==> src/rtl/tdm_demux_8ch_if.sv <==
// Bus bundle for the 8-channel TDM demultiplexer.
// sync_err exists only when TDM_SYNC_CHECK_EN is defined.
interface tdm_demux_8ch_if #(
    parameter int unsigned W = 1
);
    logic [W-1:0]   din;
    logic           din_vld;
    logic           sync;
    logic [8*W-1:0] ch_out;
    logic [8*W-1:0] frame;
    logic           frame_vld;
    logic [2:0]     slot;
    logic           locked;
`ifdef TDM_SYNC_CHECK_EN
    logic           sync_err;
`endif

    // Source of the slot-serial stream.
    modport master (
        output din, din_vld, sync,
`ifdef TDM_SYNC_CHECK_EN
        input  sync_err,
`endif
        input  ch_out, frame, frame_vld, slot, locked
    );

    // The demultiplexer itself.
    modport slave (
        input  din, din_vld, sync,
`ifdef TDM_SYNC_CHECK_EN
        output sync_err,
`endif
        output ch_out, frame, frame_vld, slot, locked
    );
endinterface

==> src/rtl/tdm_demux_8ch.sv <==
// 1-to-8 TDM demultiplexer: routes slot-serial words into eight channel registers
// and snapshots each complete frame with a one-cycle frame_vld strobe.
// Optional macro TDM_SYNC_CHECK_EN: a missing sync at slot 0 drops lock and pulses
// sync_err; a resync mid-frame also pulses sync_err.
module tdm_demux_8ch #(
    parameter int unsigned W = 1
) (
    input logic             clk,
    input logic             rst,
    tdm_demux_8ch_if.slave  bus
);
    localparam int unsigned CW = 8 * W;

    typedef enum logic {StHunt, StLocked} state_t;

    state_t          state;
    logic [CW-1:0]   ch_q;
    logic [CW-1:0]   frame_q;
    logic [CW-1:0]   ch_next;
    logic            frame_vld_q;
    logic            locked_q;
    logic [2:0]      slot_q;
    logic [2:0]      idx;
`ifdef TDM_SYNC_CHECK_EN
    logic            sync_err_q;
`endif

    // Target slot of the current beat and the channel vector with that slot rewritten.
    always_comb begin
        idx     = bus.sync ? 3'd0 : slot_q;
        ch_next = ch_q;
        ch_next[idx*W +: W] = bus.din;
    end

    // Lock FSM, channel routing and frame snapshot.
    always_ff @(posedge clk or posedge rst) begin
        if (rst) begin
            state       <= StHunt;
            ch_q        <= '0;
            frame_q     <= '0;
            frame_vld_q <= 1'b0;
            locked_q    <= 1'b0;
            slot_q      <= 3'd0;
`ifdef TDM_SYNC_CHECK_EN
            sync_err_q  <= 1'b0;
`endif
        end else begin
            frame_vld_q <= 1'b0;
`ifdef TDM_SYNC_CHECK_EN
            sync_err_q  <= 1'b0;
`endif
            if (bus.din_vld) begin
                unique case (state)
                    StHunt: begin
                        // Only a sync beat ends the hunt; it lands in ch0 (idx is 0).
                        if (bus.sync) begin
                            ch_q     <= ch_next;
                            slot_q   <= 3'd1;
                            locked_q <= 1'b1;
                            state    <= StLocked;
                        end
                    end
                    StLocked: begin
`ifdef TDM_SYNC_CHECK_EN
                        if (!bus.sync && slot_q == 3'd0) begin
                            // Expected a frame start but sync is missing: drop lock.
                            sync_err_q <= 1'b1;
                            locked_q   <= 1'b0;
                            slot_q     <= 3'd0;
                            state      <= StHunt;
                        end else begin
                            if (bus.sync && slot_q != 3'd0) sync_err_q <= 1'b1;
                            ch_q   <= ch_next;
                            slot_q <= idx + 3'd1;
                            if (idx == 3'd7) begin
                                frame_q     <= ch_next;
                                frame_vld_q <= 1'b1;
                            end
                        end
`else
                        ch_q   <= ch_next;
                        slot_q <= idx + 3'd1;
                        // Sync forces idx to 0, so a sync beat never completes a frame.
                        if (idx == 3'd7) begin
                            frame_q     <= ch_next;
                            frame_vld_q <= 1'b1;
                        end
`endif
                    end
                    default: state <= StHunt;
                endcase
            end
        end
    end

    assign bus.ch_out    = ch_q;
    assign bus.frame     = frame_q;
    assign bus.frame_vld = frame_vld_q;
    assign bus.slot      = slot_q;
    assign bus.locked    = locked_q;
`ifdef TDM_SYNC_CHECK_EN
    assign bus.sync_err  = sync_err_q;
`endif
endmodule

==> src/flat_wrapper.sv <==
// flat-port wrapper written by rule: the top's interface ports become plain ports
module tdm_demux_8ch_flat 
#(
    parameter int unsigned W = 1
)
  (clk, rst, bus_din, bus_din_vld, bus_sync, bus_ch_out, bus_frame, bus_frame_vld, bus_slot, bus_locked);
  tdm_demux_8ch_if #(.W(W)) bus_i ();
  input logic clk;
  input logic rst;
  input wire logic [$bits(bus_i.din)-1:0] bus_din;
  input wire logic [$bits(bus_i.din_vld)-1:0] bus_din_vld;
  input wire logic [$bits(bus_i.sync)-1:0] bus_sync;
  output wire logic [$bits(bus_i.ch_out)-1:0] bus_ch_out;
  output wire logic [$bits(bus_i.frame)-1:0] bus_frame;
  output wire logic [$bits(bus_i.frame_vld)-1:0] bus_frame_vld;
  output wire logic [$bits(bus_i.slot)-1:0] bus_slot;
  output wire logic [$bits(bus_i.locked)-1:0] bus_locked;
  assign bus_i.din = bus_din;
  assign bus_i.din_vld = bus_din_vld;
  assign bus_i.sync = bus_sync;
  assign bus_ch_out = bus_i.ch_out;
  assign bus_frame = bus_i.frame;
  assign bus_frame_vld = bus_i.frame_vld;
  assign bus_slot = bus_i.slot;
  assign bus_locked = bus_i.locked;
  tdm_demux_8ch #(.W(W)) u_core (.clk(clk), .rst(rst), .bus(bus_i));
endmodule
==> config.mk <==
export PLATFORM = sky130hd
export DESIGN_NAME = tdm_demux_8ch_flat
export DESIGN_NICKNAME = d
export VERILOG_FILES = /design/src/rtl/tdm_demux_8ch_if.sv /design/src/rtl/tdm_demux_8ch.sv /design/src/flat_wrapper.sv
export SDC_FILE = /design/constraint.sdc
export NUM_CORES = 1
export LEC_CHECK = 0
export CAP_MARGIN = 20
export CORE_MARGIN = 3
export CORE_UTILIZATION = 44
export CTS_CLUSTER_DIAMETER = 40
export CTS_CLUSTER_SIZE = 8
export DETAILED_ROUTE_END_ITERATION = 8
export PLACE_DENSITY_LB_ADDON = 0.15
export SLEW_MARGIN = 30
export SYNTH_ARGS = -nofsm -noshare
export SYNTH_HDL_FRONTEND = slang
export SYNTH_SLANG_ARGS = --single-unit
==> constraint.sdc <==
create_clock -name clk -period 5 [get_ports clk]
set_clock_uncertainty 0.05 [all_clocks]
set_input_delay 1.25 -clock clk [delete_from_list [all_inputs] [get_ports clk]]
set_output_delay 1.25 -clock clk [all_outputs]
set_load 0.05 [all_outputs]
# Word-level counts from Yosys, hierarchy flattened
# Cells that the tools add are included.
[word_totals]
regBits = 22
latchBits = 0
ramBits = 0
mem_bits_ro = 0
output_inout_bits = 21
elab_cells = 27
n_memories = 0
[op_classes]
add_sub_neg = 2
n_mul = 0
div = 0
order_cmp = 0
eq_ne = 2
n_shift = 2
mux = 11
n_bitwise = 1
reduce_logical = 3
[op_table]
columns = ["operator", "count"]
rows = [
  ["$neg A3 Y34", 1],
  ["$shift A1 B34 Y8 const A", 1],
  ["$shiftx A1 B34 Y8", 1],
  ["$pmux W8 S2", 1],
  ["$bwmux W8", 1],
  ["$mux W8", 1],
  ["$mux W3", 2],
  ["$pmux W3 S2", 1],
  ["$reduce_and A3 Y1", 2],
  ["$mux W1", 5],
  ["$add A3 B1 Y3 const B", 1],
  ["$eq A3 B3 Y1 const B", 1],
  ["$ne A2 B2 Y1 const B", 1],
  ["$reduce_and A2 Y1", 1],
  ["$not A1 Y1", 1],
]

# Depth between registers and ports, before layout
[depth]
ltp_word = 6
mapped_depth = 8
depth_no_buf = 6

# Worst setup path before layout
# No wires, ideal clock.
[synth_timing]
path_kind = "input-to-reg"
start = "input bus_sync"
end = "register u_core.frame_q[3], in the netlist u_core.bus.frame[3]"
setup_ps = 124
arrival_time_ps = 2866
setup_slack_ps = 1961
cell_stages = 8
path_cell_list = "clkbuf_1 nand2b_1 ha_1 ha_1 buf_2 nor4bb_1 mux2i_1 a21oi_1"
[synth_via]
elab_chain_cells = 4
[synth_lines]
columns = ["element", "line_no", "source"]
rows = [
  ["start: declaration", "flat_wrapper.sv:12", "input wire logic [$bits(bus_i.sync)-1:0] bus_sync;"],
  ["$mux W3 *", "tdm_demux_8ch.sv:30", "idx = bus.sync ? 3'd0 : slot_q;"],
  ["$neg A3 Y34", "tdm_demux_8ch.sv:32", "ch_next[idx*W +: W] = bus.din;"],
  ["$shiftx A1 B34 Y8 / $shift A1 B34 Y8 (equally long branches)", "tdm_demux_8ch.sv:32", ""],
  ["$bwmux W8", "tdm_demux_8ch.sv:32", ""],
  ["end signal: assignment", "tdm_demux_8ch.sv:85", "frame_q <= ch_next;"],
  ["end: declaration", "tdm_demux_8ch.sv:18", "logic [CW-1:0] frame_q;"],
]
# Mark *: on every way between the ends. The rest lies on a longest branch, timed or not.
# A chain may end at the register's enable or synchronous reset.

# Final worst setup path
# Same ends and word-level chain as after synthesis.

==> flow_metrics.tcl <==
set metrics [dict create \
    worstPathRequired_ns 5.17 \
    drive_gt1_frac 0.119 \
    irDropWorstVdd_mv 0.361 \
    layout.nets 143 \
    synth.most_common_cell "dfrtp_1" \
    first_global_vias 916 \
    cp_max_fo 15 \
    cp-end-kind "flip-flop" \
    finalHoldViolCount 0 \
    grt_pass1_wl_mm 4.21 \
    postSynthCellCount 116 \
    max_freq_mhz 287 \
    wl_mm 2.50 \
    slew_violations 0 \
    cp_slowest_cell "clkdlybuf4s50_1" \
    syn_area_um2 1220 \
    crit_type "in -> reg" \
    tightest_slew_ns 0.790 \
    worstPathCellList "clkdlybuf4s50_1 -> nand2b_1 -> ha_1 -> ha_1 -> nor4bb_1 -> mux2i_1 -> a21oi_1" \
    portBuffers 25 \
    die_width_um 58.6 \
    cp-start-kind "input pin" \
    path_common_cell "ha_1" \
    async_flop_share 1.00 \
    period_minus_slack_ns 3.49 \
    crit_buf_inv 1 \
    yosys-top-cells-area "dfrtp_1, mux2_2, a21oi_1" \
    slowest_delay_ns 0.64 \
    ys_types 34 \
    total_power_mw 0.662 \
    synth_edf_count 0 \
    whs_ns 0.446 \
    root_buffer "clkbuf_4" \
    synth_nets 124 \
    powerDensity_nw_per_um2 444 \
    clkLatencyLatePin_ns 0.32 \
    synth_common_cells "dfrtp_1, a21oi_1, mux2_2" \
    first_iter_violations 38 \
    overflow 0 \
    ctsResizeCount 0 \
    routedWlPerCell_um 15.2 \
    ys_warn_count 0 \
    fin_setup_tns_ns 0 \
    cp_top_family "adder cells" \
    final_cells 164 \
    post_cts_buffers 0 \
    h-tree-depth 1 \
    io_pins 26 \
    clkTransAtPathRegs_ns 0.13 \
    cts_sinks 22 \
    avgSynthCellArea_um2 10.5 \
    status "finished clean" \
    gp_congestion 0.878 \
    synth_top_area_cell "dfrtp_1" \
    die_y_um 58.6 \
    slew_headroom 0.470 \
    final_antenna_net_count 0 \
    maxCapViolations 0 \
    preCtsSetupSlack_ns 1.19 \
    hpwl_mm 1.80 \
    arrival_ns 3.65 \
    viasPerCell 5.89 \
    rsz0062_at_grt "false" \
    fin_crit_sh 0.697 \
    placed_cells 160 \
    area_growth_syn_to_layout_pct 22.3 \
    clock_path_buffers 2 \
    grt_usage 0.159 \
    ys_seq_area_frac 0.452 \
    cts_buffers 3 \
    leakage_nw 0.615 \
    grt_max_degree 23 \
    ys_ff_latch 22 \
    vias 966 \
    drc 0 \
    rows 18 \
    start_util 0.479 \
    hold_buffers 0 \
    antenna_found_initial 0 \
    synth_ff_type "dfrtp_1" \
    drt-pass1-iter-count 4 \
    netlist.area_leader.share 0.452 \
    setup_viol 0 \
    diodes 0 \
    core_um2 2540 \
    setup_ws_ns 1.51 \
    dieArea_um2 3440 \
    hold_class "reg -> reg" \
    cts_tree "yes" \
]
-- power breakdown --
| part | leakage [nW] | total [mW] | switching (mW) | internal [mW] |
|---|---|---|---|---|
| combinational | 0.304 | 0.289 | 0.185 | 0.105 |
| clock | 0.0279 | 0.138 | 0.0564 | 0.0811 |
| sequential | 0.283 | 0.235 | 0.0264 | 0.209 |
| total | 0.615 | 0.662 | 0.267 | 0.395 |
-- cell usage in the layout (no fill, tap or decap), drive strengths merged --
cell	n
nand2	2
o21ai	1
nor4b	2
a21oi	11
a31oi	3
and2	3
dfrtp	22
o2111ai	1
inv	2
ha	3
and4b	1
or2	2
bufinv	1
o21bai	1
nor3	2
clkdlybuf4s50	25
nand4b	2
o41ai	3
nand2b	6
and3b	1
nand4	6
mux2i	4
a22oi	1
nor4bb	2
clkbuf	3
nor2	7
nand3	1
o22a	1
clkinv	1
mux2	9
o21a	1
nor2b	3
a32o	1
-- flip-flops by register name, summed over array words and instances (netlist names) --
name                  count
u_core.bus.ch_out         8
u_core.bus.frame          8
u_core.bus.frame_vld      1
u_core.bus.locked         1
u_core.bus.slot           3
u_core.state              1
-- per-layer routing --
metal | vias to the layer above | routed length [µm] | track usage
li1 | 458 | - | -
met1 | 473 | 1220 | 0.231
met2 | 30 | 1080 | 0.234
met3 | 5 | 158 | 0.0241
met4 | 0 | 40 | 0.0680
met5 | - | 0 | 0
-- stage by stage --
| stage | utilization | cell area, µm² |
|---|---|---|
| 5_1_grt | 0.586 | 1490 |
| 2_1_floorplan | - | 1220 |
| 4_1_cts | 0.586 | 1490 |
| 6_report | 0.586 | 1490 |
| 3_5_place_dp | 0.565 | 1440 |
| 3_3_place_gp | 0.565 | 1440 |
-- final timing paths --
check / startpoint / endpoint / slack (ns) / cells after the start
setup reg to reg: u_core.bus.slot[0]$_DFFE_PP0P_ / u_core.bus.frame[3]$_DFFE_PP0P_ / 2.65 / 6
hold reg to reg: u_core.bus.locked$_DFFE_PP0P_ / u_core.bus.locked$_DFFE_PP0P_ / 0.45 / 1
max in group asynchronous: rst / u_core.bus.ch_out[2]$_DFFE_PP0P_ / 3.30 / 2
min in group asynchronous: rst / u_core.bus.frame[3]$_DFFE_PP0P_ / 1.22 / 2
hold / removal: u_core.bus.locked$_DFFE_PP0P_ / u_core.bus.locked$_DFFE_PP0P_ / 0.45 / 1
setup / recovery: bus_sync / u_core.bus.frame[3]$_DFFE_PP0P_ / 1.51 / 7
-- area by class of cell --
type / instances / area [µm²]
fillers: 227 / 1050
multi-input cells: 80 / 588
flip-flops and latches: 22 / 551
repair buffers: 25 / 250
well taps: 30 / 37.5
clock inverters: 1 / 30.0
clock buffers: 3 / 22.5
inverters: 3 / 11.3
-- kinds of logic after synthesis --
group,after synthesis,share of synthesized area
AND/OR/NAND/NOR,40,0.205
buffers and inverters,14,0.0657
flip-flops,22,0.452
AO/OA/AOI/OAI,24,0.127
adder cells (fa/ha/maj),3,0.0308
multiplexers,13,0.119
Power figures use the tool's default switching activity.
